## src/rtl/adder_acc_pipe_if.sv

```systemverilog
// Operand/result handshake bundle for adder_acc_pipe.
// master = operand source and result consumer; slave = the adder itself.
interface adder_acc_pipe_if #(
    parameter int WIDTH   = 8,
    parameter int ACC_LEN = 4
);
    localparam int OUT_W = WIDTH + 1 + $clog2(ACC_LEN);

    logic             in_valid;
    logic             in_ready;
    logic [WIDTH-1:0] in1;
    logic [WIDTH-1:0] in2;
    logic [1:0]       mode;
    logic             flush;
    logic             out_valid;
    logic             out_ready;
    logic [OUT_W-1:0] out;
    logic             neg;
    logic             partial;

    modport master (
        output in_valid, in1, in2, mode, flush, out_ready,
        input  in_ready, out_valid, out, neg, partial
    );

    modport slave (
        input  in_valid, in1, in2, mode, flush, out_ready,
        output in_ready, out_valid, out, neg, partial
    );
endinterface

```

## src/rtl/adder_acc_pipe.sv

```systemverilog
// Registered add / subtract / block-accumulate unit with valid/ready on both sides.
// A single output register holds each result until the consumer takes it.
module adder_acc_pipe #(
    parameter int WIDTH   = 8,
    parameter int ACC_LEN = 4
) (
    input  logic             clk,
    input  logic             reset,
    adder_acc_pipe_if.slave  bus
);
    localparam int OUT_W = WIDTH + 1 + $clog2(ACC_LEN);
    localparam int CNT_W = $clog2(ACC_LEN + 1);

    typedef enum logic {IDLE, ACC} state_t;
    typedef enum logic [1:0] {
        MODE_ADD = 2'b00,
        MODE_SUB = 2'b01,
        MODE_ACC = 2'b10,
        MODE_RSV = 2'b11
    } mode_t;

    state_t           state, state_n;
    logic [OUT_W-1:0] acc, acc_n;
    logic [CNT_W-1:0] cnt, cnt_n;

    logic [OUT_W-1:0] out_q;
    logic             out_valid_q;
    logic             neg_q;
    logic             partial_q;

    logic             in_ready;
    logic             accept;
    logic [OUT_W-1:0] beat_sum;
    logic [OUT_W-1:0] beat_diff;
    logic [OUT_W-1:0] acc_sum;
    logic [CNT_W-1:0] cnt_inc;
    logic             block_done;

    logic             load;
    logic [OUT_W-1:0] load_val;
    logic             load_neg;
    logic             load_partial;

    // Loads only happen when in_ready is high, so a stalled result is never overwritten.
    assign in_ready   = !out_valid_q || bus.out_ready;
    assign accept     = bus.in_valid && in_ready;
    assign beat_sum   = OUT_W'(bus.in1) + OUT_W'(bus.in2);
    assign beat_diff  = OUT_W'(bus.in1) - OUT_W'(bus.in2);
    assign acc_sum    = acc + beat_sum;
    assign cnt_inc    = cnt + CNT_W'(1);
    assign block_done = (cnt_inc == CNT_W'(ACC_LEN));

    assign bus.in_ready  = in_ready;
    assign bus.out_valid = out_valid_q;
    assign bus.out       = out_q;
    assign bus.neg       = neg_q;
    assign bus.partial   = partial_q;

    always_ff @(posedge clk) begin
        if (reset) begin
            state <= IDLE;
            acc   <= '0;
            cnt   <= '0;
        end else begin
            state <= state_n;
            acc   <= acc_n;
            cnt   <= cnt_n;
        end
    end

    always_comb begin
        state_n      = state;
        acc_n        = acc;
        cnt_n        = cnt;
        load         = 1'b0;
        load_val     = '0;
        load_neg     = 1'b0;
        load_partial = 1'b0;
        case (state)
            IDLE: begin
                if (accept) begin
                    if (bus.mode == MODE_ACC) begin
                        state_n = ACC;
                        acc_n   = beat_sum;
                        cnt_n   = CNT_W'(1);
                    end else begin
                        load = 1'b1;
                        if (bus.mode == MODE_SUB) begin
                            load_val = beat_diff;
                            load_neg = (bus.in1 < bus.in2);
                        end else begin
                            load_val = beat_sum;
                        end
                    end
                end
            end
            ACC: begin
                // A beat arriving with flush is folded in before the block closes.
                if (accept) begin
                    if (block_done || bus.flush) begin
                        load         = 1'b1;
                        load_val     = acc_sum;
                        load_partial = !block_done;
                        state_n      = IDLE;
                        acc_n        = '0;
                        cnt_n        = '0;
                    end else begin
                        acc_n = acc_sum;
                        cnt_n = cnt_inc;
                    end
                end else if (bus.flush && in_ready) begin
                    load         = 1'b1;
                    load_val     = acc;
                    load_partial = 1'b1;
                    state_n      = IDLE;
                    acc_n        = '0;
                    cnt_n        = '0;
                end
            end
            default: state_n = IDLE;
        endcase
    end

    always_ff @(posedge clk) begin
        if (reset) begin
            out_q       <= '0;
            out_valid_q <= 1'b0;
            neg_q       <= 1'b0;
            partial_q   <= 1'b0;
        end else if (load) begin
            out_q       <= load_val;
            out_valid_q <= 1'b1;
            neg_q       <= load_neg;
            partial_q   <= load_partial;
        end else if (out_valid_q && bus.out_ready) begin
            out_valid_q <= 1'b0;
        end
    end
endmodule
```

## src/flat_wrapper.sv

```systemverilog
// flat-port wrapper written by rule: the top's interface ports become plain ports
module adder_acc_pipe_flat 
#(
    parameter int WIDTH   = 8,
    parameter int ACC_LEN = 4
)
  (clk, reset, bus_in_valid, bus_in1, bus_in2, bus_mode, bus_flush, bus_out_ready, bus_in_ready, bus_out_valid, bus_out, bus_neg, bus_partial);
  adder_acc_pipe_if #(.WIDTH(WIDTH), .ACC_LEN(ACC_LEN)) bus_i ();
  input  logic clk;
  input  logic reset;
  input wire logic [$bits(bus_i.in_valid)-1:0] bus_in_valid;
  input wire logic [$bits(bus_i.in1)-1:0] bus_in1;
  input wire logic [$bits(bus_i.in2)-1:0] bus_in2;
  input wire logic [$bits(bus_i.mode)-1:0] bus_mode;
  input wire logic [$bits(bus_i.flush)-1:0] bus_flush;
  input wire logic [$bits(bus_i.out_ready)-1:0] bus_out_ready;
  output wire logic [$bits(bus_i.in_ready)-1:0] bus_in_ready;
  output wire logic [$bits(bus_i.out_valid)-1:0] bus_out_valid;
  output wire logic [$bits(bus_i.out)-1:0] bus_out;
  output wire logic [$bits(bus_i.neg)-1:0] bus_neg;
  output wire logic [$bits(bus_i.partial)-1:0] bus_partial;
  assign bus_i.in_valid = bus_in_valid;
  assign bus_i.in1 = bus_in1;
  assign bus_i.in2 = bus_in2;
  assign bus_i.mode = bus_mode;
  assign bus_i.flush = bus_flush;
  assign bus_i.out_ready = bus_out_ready;
  assign bus_in_ready = bus_i.in_ready;
  assign bus_out_valid = bus_i.out_valid;
  assign bus_out = bus_i.out;
  assign bus_neg = bus_i.neg;
  assign bus_partial = bus_i.partial;
  adder_acc_pipe #(.WIDTH(WIDTH), .ACC_LEN(ACC_LEN)) u_core (.clk(clk), .reset(reset), .bus(bus_i));
endmodule
```

## config.mk

```make
export PLATFORM = sky130hd
export DESIGN_NAME = adder_acc_pipe_flat
export DESIGN_NICKNAME = d
export VERILOG_FILES = /design/src/rtl/adder_acc_pipe_if.sv /design/src/rtl/adder_acc_pipe.sv /design/src/flat_wrapper.sv
export SDC_FILE = /design/constraint.sdc
export NUM_CORES = 1
export LEC_CHECK = 0
export CAP_MARGIN = 20
export CORE_ASPECT_RATIO = 1.1
export CORE_UTILIZATION = 59
export DETAILED_ROUTE_END_ITERATION = 12
export PLACE_DENSITY_LB_ADDON = 0.15
export REMOVE_ABC_BUFFERS = 1
export SLEW_MARGIN = 20
export SYNTH_ARGS = -nofsm -noshare
export SYNTH_HDL_FRONTEND = slang
export SYNTH_SLANG_ARGS = --single-unit
```

## constraint.sdc

```tcl
create_clock -name clk -period 5.69 [get_ports clk]
set_input_delay 1.138 -clock clk [delete_from_list [all_inputs] [get_ports clk]]
set_output_delay 1.138 -clock clk [all_outputs]
set_load 0.02 [all_outputs]
```

==> Yosys cells after proc, flatten, opt, wreduce, memory -nomap -nowiden <==
Index checks and enable logic that the tools add are counted.
{ "word_totals": {"ff_bits": 29, "latchBits": 0, "ramBits": 0, "romBits": 0, "input_bits": 23, "out_inout_bits": 15, "wordCells": 68, "n_memories": 0} }
{ "classes": {"add_sub_neg": 4, "multipliers": 0, "div_mod_pow": 0, "order_cmp": 1, "eq_ne": 6, "shifts": 0, "n_mux": 40, "n_bitwise": 1, "n_reduce_logical": 9} }
{ "ops": {"columns": ["op", "n"], "rows": [
  ["11-bit two-way mux", 11],
  ["11-bit one-hot mux with 2 select lines", 2],
  ["1-bit two-way mux", 19],
  ["3-bit two-way mux", 5],
  ["11-bit adder", 1],
  ["8-bit by 8-bit adder with 9-bit output", 1],
  ["8-bit by 8-bit subtractor with 9-bit output", 1],
  ["8-bit less-than comparator", 1],
  ["3-bit one-hot mux with 2 select lines", 1],
  ["2-bit by 1-bit inequality test with 1-bit output (second input constant)", 2],
  ["1-bit one-hot mux with 2 select lines", 2],
  ["3-bit by 1-bit adder with 3-bit output (second input constant)", 1],
  ["3-bit == test (second input constant)", 1],
  ["1-bit logical AND", 3],
  ["3-bit inequality test (second input constant)", 1],
  ["3-bit AND reduction", 1],
  ["2-bit by 1-bit == test with 1-bit output (second input constant)", 1],
  ["2-bit == test (second input constant)", 1],
  ["1-bit zero test", 2],
  ["1-bit logical OR", 2],
  ["2-bit nonzero test", 1],
  ["1-bit NOT", 1]
]} }

==> Longest topological paths before layout <==
Gate-level depths: netlist (run 1).
{ "depth": {"depth_word": 7, "depth_mapped": 16} }

==> Worst setup path after synthesis (run 1) <==
No wires, ideal clock.
{ "synth_timing": {"path_kind": "in2reg", "start": "in bus_in2[5]", "end": "reg u_core.out_q[10] (netlist: u_core.bus.out[10])", "arrival_ns": 3.799, "required_ns": 5.602, "path_slack_ns": 1.803, "cell_stages": 14, "n_path_buf": 1, "path_cell_list": "inv_1 > ha_1 > buf_2 > or3_1 > o22ai_1 > nor2_1 > xor2_1 > ha_1 > or2_2 > a21oi_1 > a31oi_1 > a21o_1 > o21a_1 > a311oi_2"} }
{ "synth_via": {"elab_chain_cells": 5, "elab_cells_between_ends": 9, "cone_classes": "add/sub: 3; mux: 6"} }
{ "synth_rtl": {"columns": ["item", "line", "text"], "rows": [
  ["from (decl)", "flat_wrapper.sv:13", "input wire logic [$bits(bus_i.in2)-1:0] bus_in2;"],
  ["8-bit by 8-bit adder with 9-bit output or 8-bit by 8-bit subtractor with 9-bit output (tied branches)", "adder_acc_pipe.sv:47, adder_acc_pipe.sv:48", null],
  ["11-bit adder or 11-bit two-way mux (tied branches)", "adder_acc_pipe.sv:49, adder_acc_pipe.sv:88", null],
  ["11-bit two-way mux (on tied branches)", "adder_acc_pipe.sv:100, adder_acc_pipe.sv:82", null],
  ["11-bit two-way mux (on tied branches)", "adder_acc_pipe.sv:99, adder_acc_pipe.sv:81", null],
  ["11-bit one-hot mux with 2 select lines (*)", "adder_acc_pipe.sv:79", "case (state)"],
  ["to (signal assigned)", "adder_acc_pipe.sv:131", "out_q <= load_val;"],
  ["to (decl)", "adder_acc_pipe.sv:26", "logic [OUT_W-1:0] out_q;"]
]} }
Every way passes the cells marked *; elsewhere a longest branch is shown, timed or not.
A chain may end at the register's enable or synchronous reset.

==> Final worst setup path (run 1) <==
{ "layout_timing": {"start": "in bus_in2[0]", "end": "reg u_core.out_q[9] (netlist: u_core.bus.out[9])"} }
Same word-level chain as after synthesis.

==> results.txt, run 1 <==
Via/cell ratio: 6.35
Mean Syn Cell Area: 7.99 sq um
Final Non-Filler Cells: 407
RSZ-0062 raised after global routing: no
Antenna cell count: 0
Final setup fails: 0
Fin crit period: 4.38 ns
Clock sinks: 29
Tot Pwr: 688 uW
Die X: 65.1 um
Hold Vio Cnt, Final: 0
DRT antenna net count: 0
Total global routing overflow: 0
Period utilization: 76.9%
DRC: 0
DRC marker count from the first detailed-route iteration: 188
Initial antenna violation count: 0
Clk pin slew, worst setup/hold paths: 0.06 ns
Total CTS buffers: 5
Slew HR: 24.5%
Worst R2R Setup Slack: 3.19 ns
R2r startpoint: u_core.cnt[0]
DP Area: 2950 sq um
Async S/R FF share, synth: 0%
Pwr/cell area: 228 nW/um^2
Final weighted congestion in routability-driven placement: 0.896
Min-delay src: u_core.bus.out[3]
Wirelength per Cell: 16.7 um
Synthesis-to-finish area growth: 17.1%
IO buf count: 37
Cell area after synthesis: 2580 sq um
EDFF count, synth: 0
First-pass GRT wire length: 11,100 um
Die area: 4640 sq um
Crit path capture type: register
Vias in the first global route: 2,457
Setup Fix Bufs, Post-CTS: 0
Pin count of the biggest net entering global routing: 30
Routed vias: 2,584
# hold bufs at CTS: 0
Leakage power: 1.24 nW
Max FO, Critical Path: 4
Max Cap Viol: 0
Setup Skew: 0.00306 ns
Core ar.: 4080 sq um
CTS max path bufs: 2
Die Ht: 71.4 um
#FFs+latches synth: 29
Status: complete, no violations
Final wirelength: 6790 um
Crit start category: input port
Resized Gates After CTS: 0
CP startpoint: bus_in2[0]
Sequential share of the synthesized area: 22.5%
All-layer global routing usage: 31.0%
Layout cells sized above 1: 7.61%
WS Path Type: in -> reg
Slew @ Worst Pin: 1.13 ns
Syn Inst Count: 323
Detailed Place HPWL: 5220 um
Finished Core Util: 74.0%
Main synth FF type: dfxtp_1
Crit path DAT: 4.59 ns
Min-delay worst type: reg -> reg
Unique cell type count in the Yosys netlist: 61
CTS tree: built
Initial Util: 63.2%
RR Endpoint: u_core.bus.out[7]
Fin area: 3020 sq um
Final #Nets: 407
Fin Setup TNS: 0 ns
Insertion delay of the later-clocked pin in the worst-skew pair: 0.29 ns
Synth warnings: 0
Max VDD drop: 0.106 mV
H-tree depth: 2
Reg2reg path depth: 8
I/O pin count: 38
Max-slew violation count: 0
Row count: 24
Crit path to: u_core.bus.out[9]
Max frequency: 0.228 GHz
TritonRoute pass-1 iters: 5
Placed Cells: 399
CTS root buf: clkbuf_8
Worst Path Required: 5.90 ns
[where the power goes]
| group | internal [mW] | switching [mW] |
|---|---|---|
| Combinational | 0.124 | 0.168 |
| Clock | 0.0845 | 0.0810 |
| Sequential | 0.218 | 0.0120 |
| Total | 0.427 | 0.261 |
[per-layer routing]
metal	global-route usage [%]	wire [um]	vias up	share of wire [%]
li1	-	-	1229	-
met1	35.5	2720	1201	40
met2	53.2	3290	120	48
met3	7.32	473	34	7.0
met4	16.4	308	0	4.5
met5	0	0	-	0
[synth_stat cells (2+ instances only)]
cell type / number / share of area (%)
a31oi_1: 5 / 1.2
nor3_2: 2 / 0.78
o21a_1: 3 / 0.87
a211oi_1: 4 / 1.2
nand3_1: 7 / 1.4
buf_2: 6 / 1.2
nor2b_1: 6 / 1.5
and2_1: 2 / 0.48
o211ai_1: 2 / 0.58
mux2i_1: 2 / 0.78
nand4_1: 2 / 0.48
a21o_1: 6 / 1.7
a22oi_1: 5 / 1.5
a21oi_1: 25 / 4.8
nor3_1: 13 / 2.5
a22o_1: 3 / 1.0
or2_2: 2 / 0.48
nor2_1: 47 / 6.8
a221oi_1: 7 / 2.4
dfxtp_1: 29 / 22
ha_1: 27 / 13
xnor2_1: 12 / 4.1
inv_1: 17 / 2.5
o21bai_1: 2 / 0.58
buf_4: 3 / 0.87
o21ai_0: 10 / 1.9
nand2_1: 18 / 2.6
or3_1: 3 / 0.73
nand3b_1: 2 / 0.58
a211oi_2: 2 / 0.97
clkbuf_1: 3 / 0.44
xor2_1: 8 / 2.7
a21oi_2: 3 / 1.0
a311oi_1: 4 / 1.4
nand2b_1: 3 / 0.73
fa_1: 3 / 2.3
[worst max-delay path, stage by stage]
cell and delay (ns):
clkdlybuf4s50_1 0.43, ha_1 0.23, fa_1 0.42, a21oi_1 0.26
o22ai_1 0.16, nor2_1 0.13, xor2_1 0.26, ha_1 0.34
a21oi_1 0.17, o21ai_0 0.15, a31o_2 0.28, a21oi_2 0.19
a21o_1 0.14, a21oi_1 0.07, a211oi_2 0.21
[through the flow]
stage	worst slack (ns)	hold WS, ns
floorplan	1.83	0.478
global placement	1.17	0.444
detailed placement	1.03	0.449
CTS	1.32	0.458
global route	1.05	0.483
finish	1.31	0.454
[state kept, by name (all words and copies together) (netlist names)]
signal	cells
u_core.cnt	3
u_core.bus.neg	1
u_core.bus.out	11
u_core.bus.partial	1
u_core.acc	11
u_core.bus.out_valid	1
u_core.state	1
[worst min-delay path by stage]
stage                              to  slack, ns  depth (start not counted)
finish              u_core.bus.out[3]       0.45                          2
global route        u_core.bus.out[3]       0.48                          2
CTS                 u_core.bus.out[3]       0.46                          2
detailed placement  u_core.bus.out[3]       0.45                          2
global placement    u_core.bus.out[4]       0.44                          2
floorplan              u_core.acc[10]       0.48                          2
[cells by family after synthesis]
group | Yosys count | synth area share (%)
flip-flops | 29 | 22.5
AO/OA/AOI/OAI | 95 | 26.5
buffers and inverters | 32 | 5.87
adder cells (fa/ha/maj) | 30 | 15.4
AND/OR/NAND/NOR | 115 | 22.2
XOR/XNOR | 20 | 6.79
multiplexers | 2 | 0.776
[cell usage in the layout, fill, tap and decap left out, types with 7 or more instances in the layout]
cell and count:
a21oi_1 24, a221oi_1 7, clkdlybuf4s50_1 36, dfxtp_1 29
ha_1 27, inv_1 17, nand2_1 18, nand3_1 7
nor2_1 47, nor3_1 13, o21ai_0 10, xnor2_1 12
xor2_1 8
[final cells by class]
cell class | count | area (sq um)
flip-flops and latches | 29 | 581
repair buffers | 37 | 365
inverters | 19 | 76.3
multi-input cells | 262 | 1850
clock buffers | 6 | 72.6
fillers | 347 | 1060
well taps | 52 | 65.1
clock inverters | 2 | 10.0
Note: power is estimated with default switching activity, not from simulation.
==> inputs of run 2 (changes only) <==
CORE_UTILIZATION = 55   (was 59)
clock period = 4.4 ns   (was 5.69 ns; I/O delays follow)
==> run 2 against run 1 <==
  * Clock skew grew 0.0028 ns
  * Final cell count up 2.5%
  * Non-clock buffer count is 9 higher
==> results.txt, run 2 (synthesis gave the netlist of run 1 again) <==
CTS root buf: clkbuf_8
Setup Fix Bufs, Post-CTS: 0
Final setup fails: 0
Max-slew violation count: 0
Synthesis-to-finish area growth: 20.0%
Max Cap Viol: 0
Commonest non-fill, non-tap cell in the layout: nor2_1
H-tree depth: 2
Most frequent cells in the layout: nor2_1, clkdlybuf4s50_1, dfxtp_1, ha_1, a21oi_1
All-layer global routing usage: 30.0%
Critical-path top delay cell: clkdlybuf4s50_1
Die Ht: 73.9 um
Hold Vio Cnt, Final: 0
Setup Skew: 0.00591 ns
Max frequency: 0.236 GHz
RSZ-0062 raised after global routing: no
First-pass GRT wire length: 11,200 um
Final wirelength: 6810 um
Crit path capture type: register
Crit path DAT: 4.45 ns
Initial Util: 58.5%
Wirelength per Cell: 16.3 um
Pwr/cell area: 294 nW/um^2
Final weighted congestion in routability-driven placement: 1.00
Critical path's top delay family: compound AO/OA/AOI/OAI gates
Share of total power in sequential cells: 32.6%
Insertion delay of the later-clocked pin in the worst-skew pair: 0.29 ns
DRC marker count from the first detailed-route iteration: 217
Antenna cell count: 0
DRT antenna net count: 0
Total global routing overflow: 0
Min-delay worst type: reg -> reg
Max VDD drop: 0.125 mV
Final #Nets: 416
Crit start category: input port
Leakage power: 1.28 nW
Detailed Place HPWL: 5220 um
Max FO, Critical Path: 4
Final Non-Filler Cells: 417
DP Area: 3010 sq um
# hold bufs at CTS: 0
Row count: 25
CTS max path bufs: 2
Clock sinks: 29
Switching Fraction: 36.9%
Die area: 4970 sq um
DRC: 0
Resized Gates After CTS: 0
Initial antenna violation count: 0
Top cell by count, worst path: a21oi_1
Vias in the first global route: 2,415
Pin count of the biggest net entering global routing: 30
Via/cell ratio: 6.20
Slew HR: 32.0%
Total CTS buffers: 5
Period utilization: 96.5%
I/O pin count: 38
CP Cell Sequence: clkdlybuf4s50_1 > ha_1 > fa_1 > a21oi_1 > o22ai_1 > nor2_1 > xor2_1 > ha_1 > a21oi_1 > o21ai_0 > a31o_2 > a21oi_2 > a21o_1 > a21oi_1 > a211oi_2
Clock power frac: 24.8%
Layout cells sized above 1: 9.09%
Worst Path Required: 4.61 ns
Comb pwr share: 42.5%
Largest stage delay, worst path: 0.44 ns
Slew @ Worst Pin: 1.02 ns
Internal Power: 575 uW
Switching Power: 336 uW
Status: complete, no violations
WS Path Type: in -> reg
CTS tree: built
Routed vias: 2,586
IO buf count: 37
TritonRoute pass-1 iters: 5
Fin area: 3100 sq um
Clk pin slew, worst setup/hold paths: 0.06 ns
Crit path buffers/inverters: 1
Core ar.: 4410 sq um
Placed Cells: 410
Fin crit period: 4.24 ns
Die X: 67.3 um
## run 2: cell types whose count changed in the layout (fill, tap and decap cells not counted)
cell,before,now
clkbuf_8,5,6
buf_2,1,0
clkdlybuf4s50_1,36,37
a21oi_1,24,25
clkinv_2,2,0
buf_4,0,9
a21oi_2,4,3
## run 2: metal layers
metal,global-route usage (%),up-vias,wire (um)
met5,0,-,0
met4,8.75,0,78
met3,5.59,7,405
met2,52.0,96,3390
met1,37.1,1238,2930
li1,-,1245,-
## run 2: cell type report
| type | instances | area [sq um] |
|---|---|---|
| multi-input combinational | 262 | 1850 |
| fill | 373 | 1310 |
| sequential | 29 | 581 |
| timing repair buffer | 46 | 438 |
| clock buffer | 7 | 86.3 |
| inverter | 19 | 76.3 |
| tap | 54 | 67.6 |
## run 2: tightest hold or removal path: cells and delay by family (launching register included)
family	cells	cell delay, ns
AOI/OAI and AO/OA	1	0.05
DFF	1	0.31
and+or+nand+nor	1	0.05
## run 2: worst paths after layout
check / startpoint / to / slack [ns] / depth (start not counted)
setup / recovery: bus_in2[0] / u_core.bus.out[9] / 0.16 / 15
hold / removal: u_core.bus.out[3] / u_core.bus.out[3] / 0.46 / 2
setup reg to reg: u_core.acc[0] / u_core.bus.out[10] / 1.89 / 10
hold reg to reg: u_core.bus.out[3] / u_core.bus.out[3] / 0.46 / 2
## run 2: power by group through the flow
stage	combinational [mW]	sequential, mW	clock [mW]
finish	0.388	0.297	0.226
global route	0.422	0.300	0.231
CTS	0.381	0.297	0.226
detailed placement	0.378	0.303	0
global placement	0.370	0.302	0
floorplan	0.245	0.313	0
## run 2: stage by stage
stage               worst slack, ns  power, mW  utilization (%)  TNS (ns)  hold WS [ns]
floorplan                     0.794      0.558                -         0         0.478
global placement              0.132      0.672             68.3         0         0.442
detailed placement          -0.0170      0.680             68.3   -0.0170         0.453
CTS                           0.263      0.904             70.2         0         0.462
global route                0.00832      0.952             70.2         0         0.492
finish                        0.156      0.912             70.2         0         0.458
